`config.mk`:
```
export PLATFORM = sky130hd
export DESIGN_NAME = vclk_reset_seq
export DESIGN_NICKNAME = d
export VERILOG_FILES = /design/src/rtl/vclk_pkg.sv /design/src/rtl/sync_2ff.sv /design/src/rtl/vclk_reset_seq.sv
export SDC_FILE = /design/constraint.sdc
export NUM_CORES = 1
export LEC_CHECK = 0
export CORE_MARGIN = 2
export CORE_UTILIZATION = 40
export DETAILED_ROUTE_END_ITERATION = 8
export PLACE_DENSITY = 0.62
export SYNTH_ARGS = -nofsm -noshare
export SYNTH_HDL_FRONTEND = slang
export SYNTH_HIERARCHICAL = 1
export SYNTH_SLANG_ARGS = --single-unit
```
`constraint.sdc`:
```
create_clock -name clk -period 2.1 [get_ports clk]
set_clock_uncertainty 0.05 [all_clocks]
set_input_delay 0.42 -clock clk [delete_from_list [all_inputs] [get_ports clk]]
set_output_delay 0.42 -clock clk [all_outputs]
set_load 0.005 [all_outputs]
```
`src/rtl/vclk_pkg.sv`:
```
// Shared definitions for the video-clock reset sequencer: state encoding,
// default timing parameters and a saturating counter helper.
package vclk_pkg;

   typedef enum logic [1:0] {
      ST_WAIT_LOCK = 2'd0,
      ST_STABLE    = 2'd1,
      ST_RUN       = 2'd2,
      ST_HOLD      = 2'd3
   } vclk_state_e;

   localparam int unsigned LOCK_STABLE_CYCLES_DEF = 1024;
   localparam int unsigned HOLD_CYCLES_DEF        = 256;

   function automatic logic [7:0] sat_inc8(input logic [7:0] val);
      if (val == 8'hFF) begin
         sat_inc8 = 8'hFF;
      end else begin
         sat_inc8 = val + 8'd1;
      end
   endfunction

endpackage

```
`src/rtl/sync_2ff.sv`:
```
// Two-flop synchronizer for a single asynchronous level, cleared to 0 by
// the block reset.
module sync_2ff (
   input  logic clk,
   input  logic reset,
   input  logic i_d,
   output logic o_q
);

   logic r_meta;
   logic r_sync;

   // Capture flop followed by the resolving flop.
   always_ff @(posedge clk or posedge reset) begin
      if (reset) begin
         r_meta <= 1'b0;
         r_sync <= 1'b0;
      end else begin
         r_meta <= i_d;
         r_sync <= r_meta;
      end
   end

   assign o_q = r_sync;

endmodule

```
`src/rtl/vclk_reset_seq.sv`:
```
// Video-clock reset sequencer: holds the video domain in reset until the PLL
// lock has been stable long enough, and re-enters reset on lock loss/restart.
module vclk_reset_seq
   import vclk_pkg::*;
#(
   parameter int unsigned LOCK_STABLE_CYCLES = LOCK_STABLE_CYCLES_DEF,
   parameter int unsigned HOLD_CYCLES        = HOLD_CYCLES_DEF
) (
   input  logic       clk,
   input  logic       reset,
   input  logic       pll_lock,
   input  logic       restart,
   output logic       rst_out,
   output logic       ready,
   output logic [1:0] state,
   output logic [7:0] loss_count
);

   localparam logic [15:0] LOCK_LAST = 16'(LOCK_STABLE_CYCLES - 1);
   localparam logic [15:0] HOLD_LAST = 16'(HOLD_CYCLES - 1);

   logic        w_lock_s;
   vclk_state_e r_state;
   vclk_state_e w_state_nx;
   logic [15:0] r_cnt;
   logic [15:0] w_cnt_nx;
   logic [7:0]  r_loss;
   logic [7:0]  w_loss_nx;
   logic        r_rst_out;
   logic        r_ready;

   sync_2ff u_lock_sync (
      .clk   (clk),
      .reset (reset),
      .i_d   (pll_lock),
      .o_q   (w_lock_s)
   );

   // Next-state, counter and loss-count logic.
   always_comb begin
      w_state_nx = r_state;
      w_cnt_nx   = r_cnt;
      w_loss_nx  = r_loss;
      case (r_state)
         ST_WAIT_LOCK: begin
            w_cnt_nx = 16'd0;
            if (w_lock_s) begin
               w_state_nx = ST_STABLE;
            end else begin
               w_state_nx = ST_WAIT_LOCK;
            end
         end
         ST_STABLE: begin
            if (!w_lock_s) begin
               w_state_nx = ST_WAIT_LOCK;
               w_cnt_nx   = 16'd0;
            end else if (r_cnt == LOCK_LAST) begin
               w_state_nx = ST_RUN;
               w_cnt_nx   = 16'd0;
            end else begin
               w_cnt_nx = r_cnt + 16'd1;
            end
         end
         ST_RUN: begin
            // Lock loss takes priority so a coincident restart counts once.
            if (!w_lock_s) begin
               w_state_nx = ST_HOLD;
               w_cnt_nx   = 16'd0;
               w_loss_nx  = sat_inc8(r_loss);
            end else if (restart) begin
               w_state_nx = ST_HOLD;
               w_cnt_nx   = 16'd0;
            end else begin
               w_state_nx = ST_RUN;
            end
         end
         ST_HOLD: begin
            if (r_cnt == HOLD_LAST) begin
               w_state_nx = ST_WAIT_LOCK;
               w_cnt_nx   = 16'd0;
            end else begin
               w_cnt_nx = r_cnt + 16'd1;
            end
         end
         default: begin
            w_state_nx = ST_WAIT_LOCK;
            w_cnt_nx   = 16'd0;
         end
      endcase
   end

   // State, counters and glitch-free outputs decoded from the next state.
   always_ff @(posedge clk or posedge reset) begin
      if (reset) begin
         r_state   <= ST_WAIT_LOCK;
         r_cnt     <= 16'd0;
         r_loss    <= 8'd0;
         r_rst_out <= 1'b1;
         r_ready   <= 1'b0;
      end else begin
         r_state   <= w_state_nx;
         r_cnt     <= w_cnt_nx;
         r_loss    <= w_loss_nx;
         r_rst_out <= (w_state_nx != ST_RUN);
         r_ready   <= (w_state_nx == ST_RUN);
      end
   end

   assign rst_out    = r_rst_out;
   assign ready      = r_ready;
   assign state      = r_state;
   assign loss_count = r_loss;

endmodule

```
==> run_results.csv <==
group,metric,value,unit
yosys,synth.distinct_cells,44,
worst_setup_path,cp.required,2230,ps
clock_tree,cts_tree,"built",
sta,finalSetupTns,0,ps
clock_tree,cts.sinks,30,
yosys,ys.warnings.count,6,
yosys,synthSimpleGateAreaFrac,26.9,%
yosys,synth_fp_nets,176,
layout,syn_to_final_growth,20.2,%
layout,final_common_cell,"dfrtp_1",
sta,grt_setup_unrepaired,"false",
routing,drc_errors,0,
die,core,3940,um^2
yosys,synthAdderAreaFrac,1.55,%
clock_tree,postCtsHoldBufs,0,
yosys,synthMuxAreaShare,0,%
die,start_util,40.8,%
yosys,synth_top_area_share,45.1,%
yosys,synth_seq_cells,30,
yosys,synth_edf_count,0,
yosys,syn_inst,170,
global_routing,grt_pass1_vias,1235,
yosys,synth_area_leader_cell,"dfrtp_1",
hold_path,hold_class,"input pin to asynchronous set/reset pin",
worst_setup_path,endpoint_kind,"register",
power,vdd_drop_max,0.325,mV
yosys,syn-cell-area,1610,um^2
yosys,yosysSeqAreaShare,46.7,%
sta,fin_crit,1780,ps
layout,nFillCells,347,
clock_tree,clockBufferDepth,2,
routing,drt_iter0_markers,73,
yosys,synth_flop_cell,"dfrtp_1",
die,die_x,67.5,um
worst_setup_path,cpLargestDelayFamily,"simple AND/OR/NAND/NOR gates",
routing,wl_per_cell,14.4,um
power,power.leakage,0.832,nW
worst_setup_path,worst_path_largest_cell_delay,420,ps
layout,nNetsFinal,196,
clock_tree,clk_latency,280,ps
worst_setup_path,ff2ff_path_depth,6,
yosys,synthArstFlopShare,100,%
sta,finalCritPeriodShare,84.6,%
die,die_area,4550,um^2
clock_tree,numCtsBuffers,5,
routing,firstDrtPassIters,4,
worst_setup_path,crit_type,"register to register",
worst_setup_path,start_kind,"register",
layout,drive_gt1_share,13.6,%
outcome,status,"completed",
worst_setup_path,timing.rr.end,"r_cnt[15]",
power,power_density,610,nW/um^2
sta,fmax,563,MHz
yosys,synth_compound_gate_area_share,19.3,%
sta,whs,262,ps
routing,via_per_inst,5.80,
layout,antennaDiodeCount,0,
layout,layout_common_cells,"dfrtp_1 (29), nand2_1 (22), clkdlybuf4s50_1 (15), nor2_1 (11), o21ai_0 (11)",
worst_setup_path,crit_fanout,6,
global_routing,track_usage,17.2,%
global_routing,grt_max_degree,29,
clock_tree,cts_resized,0,
yosys,synth_area_leaders,"dfrtp_1 (45%), nand2_1 (5.1%), o21ai_0 (3.4%)",
clock_tree,clkTransAtPathRegs,60,ps
yosys,synth_top_family_by_area,"simple AND/OR/NAND/NOR gates",
sta,setup_violations,0,
worst_setup_path,reg2reg_from,"r_cnt[0]",
sta,hold_viol,0,
flow_run,maxCapViolCount,0,
sta,maxSlewViolCount,0,
yosys,avgSynthCellArea,9.47,um^2
clock_tree,htreeDepth,2,
die,io_pins,16,
worst_setup_path,crit_slowest_cell,"dfrtp_1",
clock_tree,cts_root_buffer,"clkbuf_8",
worst_setup_path,path_cells,"ha_1 -> and3_1 -> nand2_1 -> o21ai_2 -> buf_4 -> o311ai_1",
global_routing,grt_remaining_overflow,0,
worst_setup_path,path_buf_inv,1,
clock_tree,cts_setup_buffers,0,
place,hpwlAfterDp,2390,um
yosys,synth_xor_area_share,1.09,%
worst_setup_path,cp_data_arrival_time,1900,ps
routing,totalWireLength,3470,um
routing,postRouteAntennaNets,0,
sta,slew_headroom,75.5,%
place,port_buffers,15,
routing,dr_total_vias,1399,
die,rows,23,
die,die_height,67.5,um
sta,worstMarginPinSlew,368,ps
worst_setup_path,regToRegSetupSlack,320,ps
place,globalplace.congestion,0.762,
global_routing,antenna_found_initial,0,
global_routing,grt_pass1_wl,5750,um
metrics by stage:
stage	util, %	cell area, um^2	total power, mW	worst slack, ps	instances
after CTS	49.1	1940	1.20	329	241
after global routing	49.1	1940	1.23	158	241
after floorplan	-	1610	0.622	483	170
final	49.1	1940	1.18	323	241
after detailed placement	46.3	1830	0.644	313	233
after global placement	46.3	1830	0.643	353	233
how the worst max path moves through the flow:
stage,start,endpoint,slack (ps),cells past startpoint
global placement,restart,r_cnt[11],350,6
global route,r_cnt[0],r_cnt[1],160,6
CTS,rst_out,rst_out,330,1
finish,r_cnt[0],r_cnt[15],320,6
floorplan,r_cnt[0],state[1],480,6
detailed placement,restart,r_cnt[11],310,6
metal layers:
layer  GRT usage (%)  share of wire, %  vias to the layer above
met5               0                 0                        -
met4            6.89               1.6                        0
met3            5.00               3.9                        7
met2            27.6                47                       33
met1            21.6                48                      686
li1                -                 -                      673
synth_stat cells (3+ instances only):
master     n
nor2_1    11
or3_1      3
inv_1      4
buf_2      6
dfrtp_1   29
nand4_1    7
a31oi_1    4
o21ai_0   11
a21oi_1    7
and4_1     4
o211ai_1   6
nand3_1   10
o31ai_1    5
and3_1     6
nand2_1   22
registers in the layout, summed over array words and instances, names as in the netlist:
register            count
state                   2
rst_out                 1
u_lock_sync/o_q         1
loss_count              8
r_cnt                  16
ready                   1
u_lock_sync/r_meta      1
layout make-up:
cell class	instances	area [um^2]	share of cell area, %
flip-flops and latches	30	752	38.8
clock buffers	8	110	5.69
inverters	4	15.0	0.776
multi-input cells	127	793	41.0
repair buffers	22	203	10.5
well taps	50	62.6	3.23
kinds of logic after synthesis:
family,count (synthesis)
buffers and inverters,13
AND/OR/NAND/NOR,77
adder cells (fa/ha/maj),2
XOR/XNOR,2
AO/OA/AOI/OAI,46
flip-flops,30
power by group:
part	leakage [nW]	switching, mW	internal [mW]	total [mW]
Sequential	0.408	0.00603	0.583	0.589
Clock	0.0575	0.217	0.331	0.547
Combinational	0.366	0.0275	0.0174	0.0449
Total	0.832	0.250	0.931	1.18
Power figures use the tool's default switching activity.
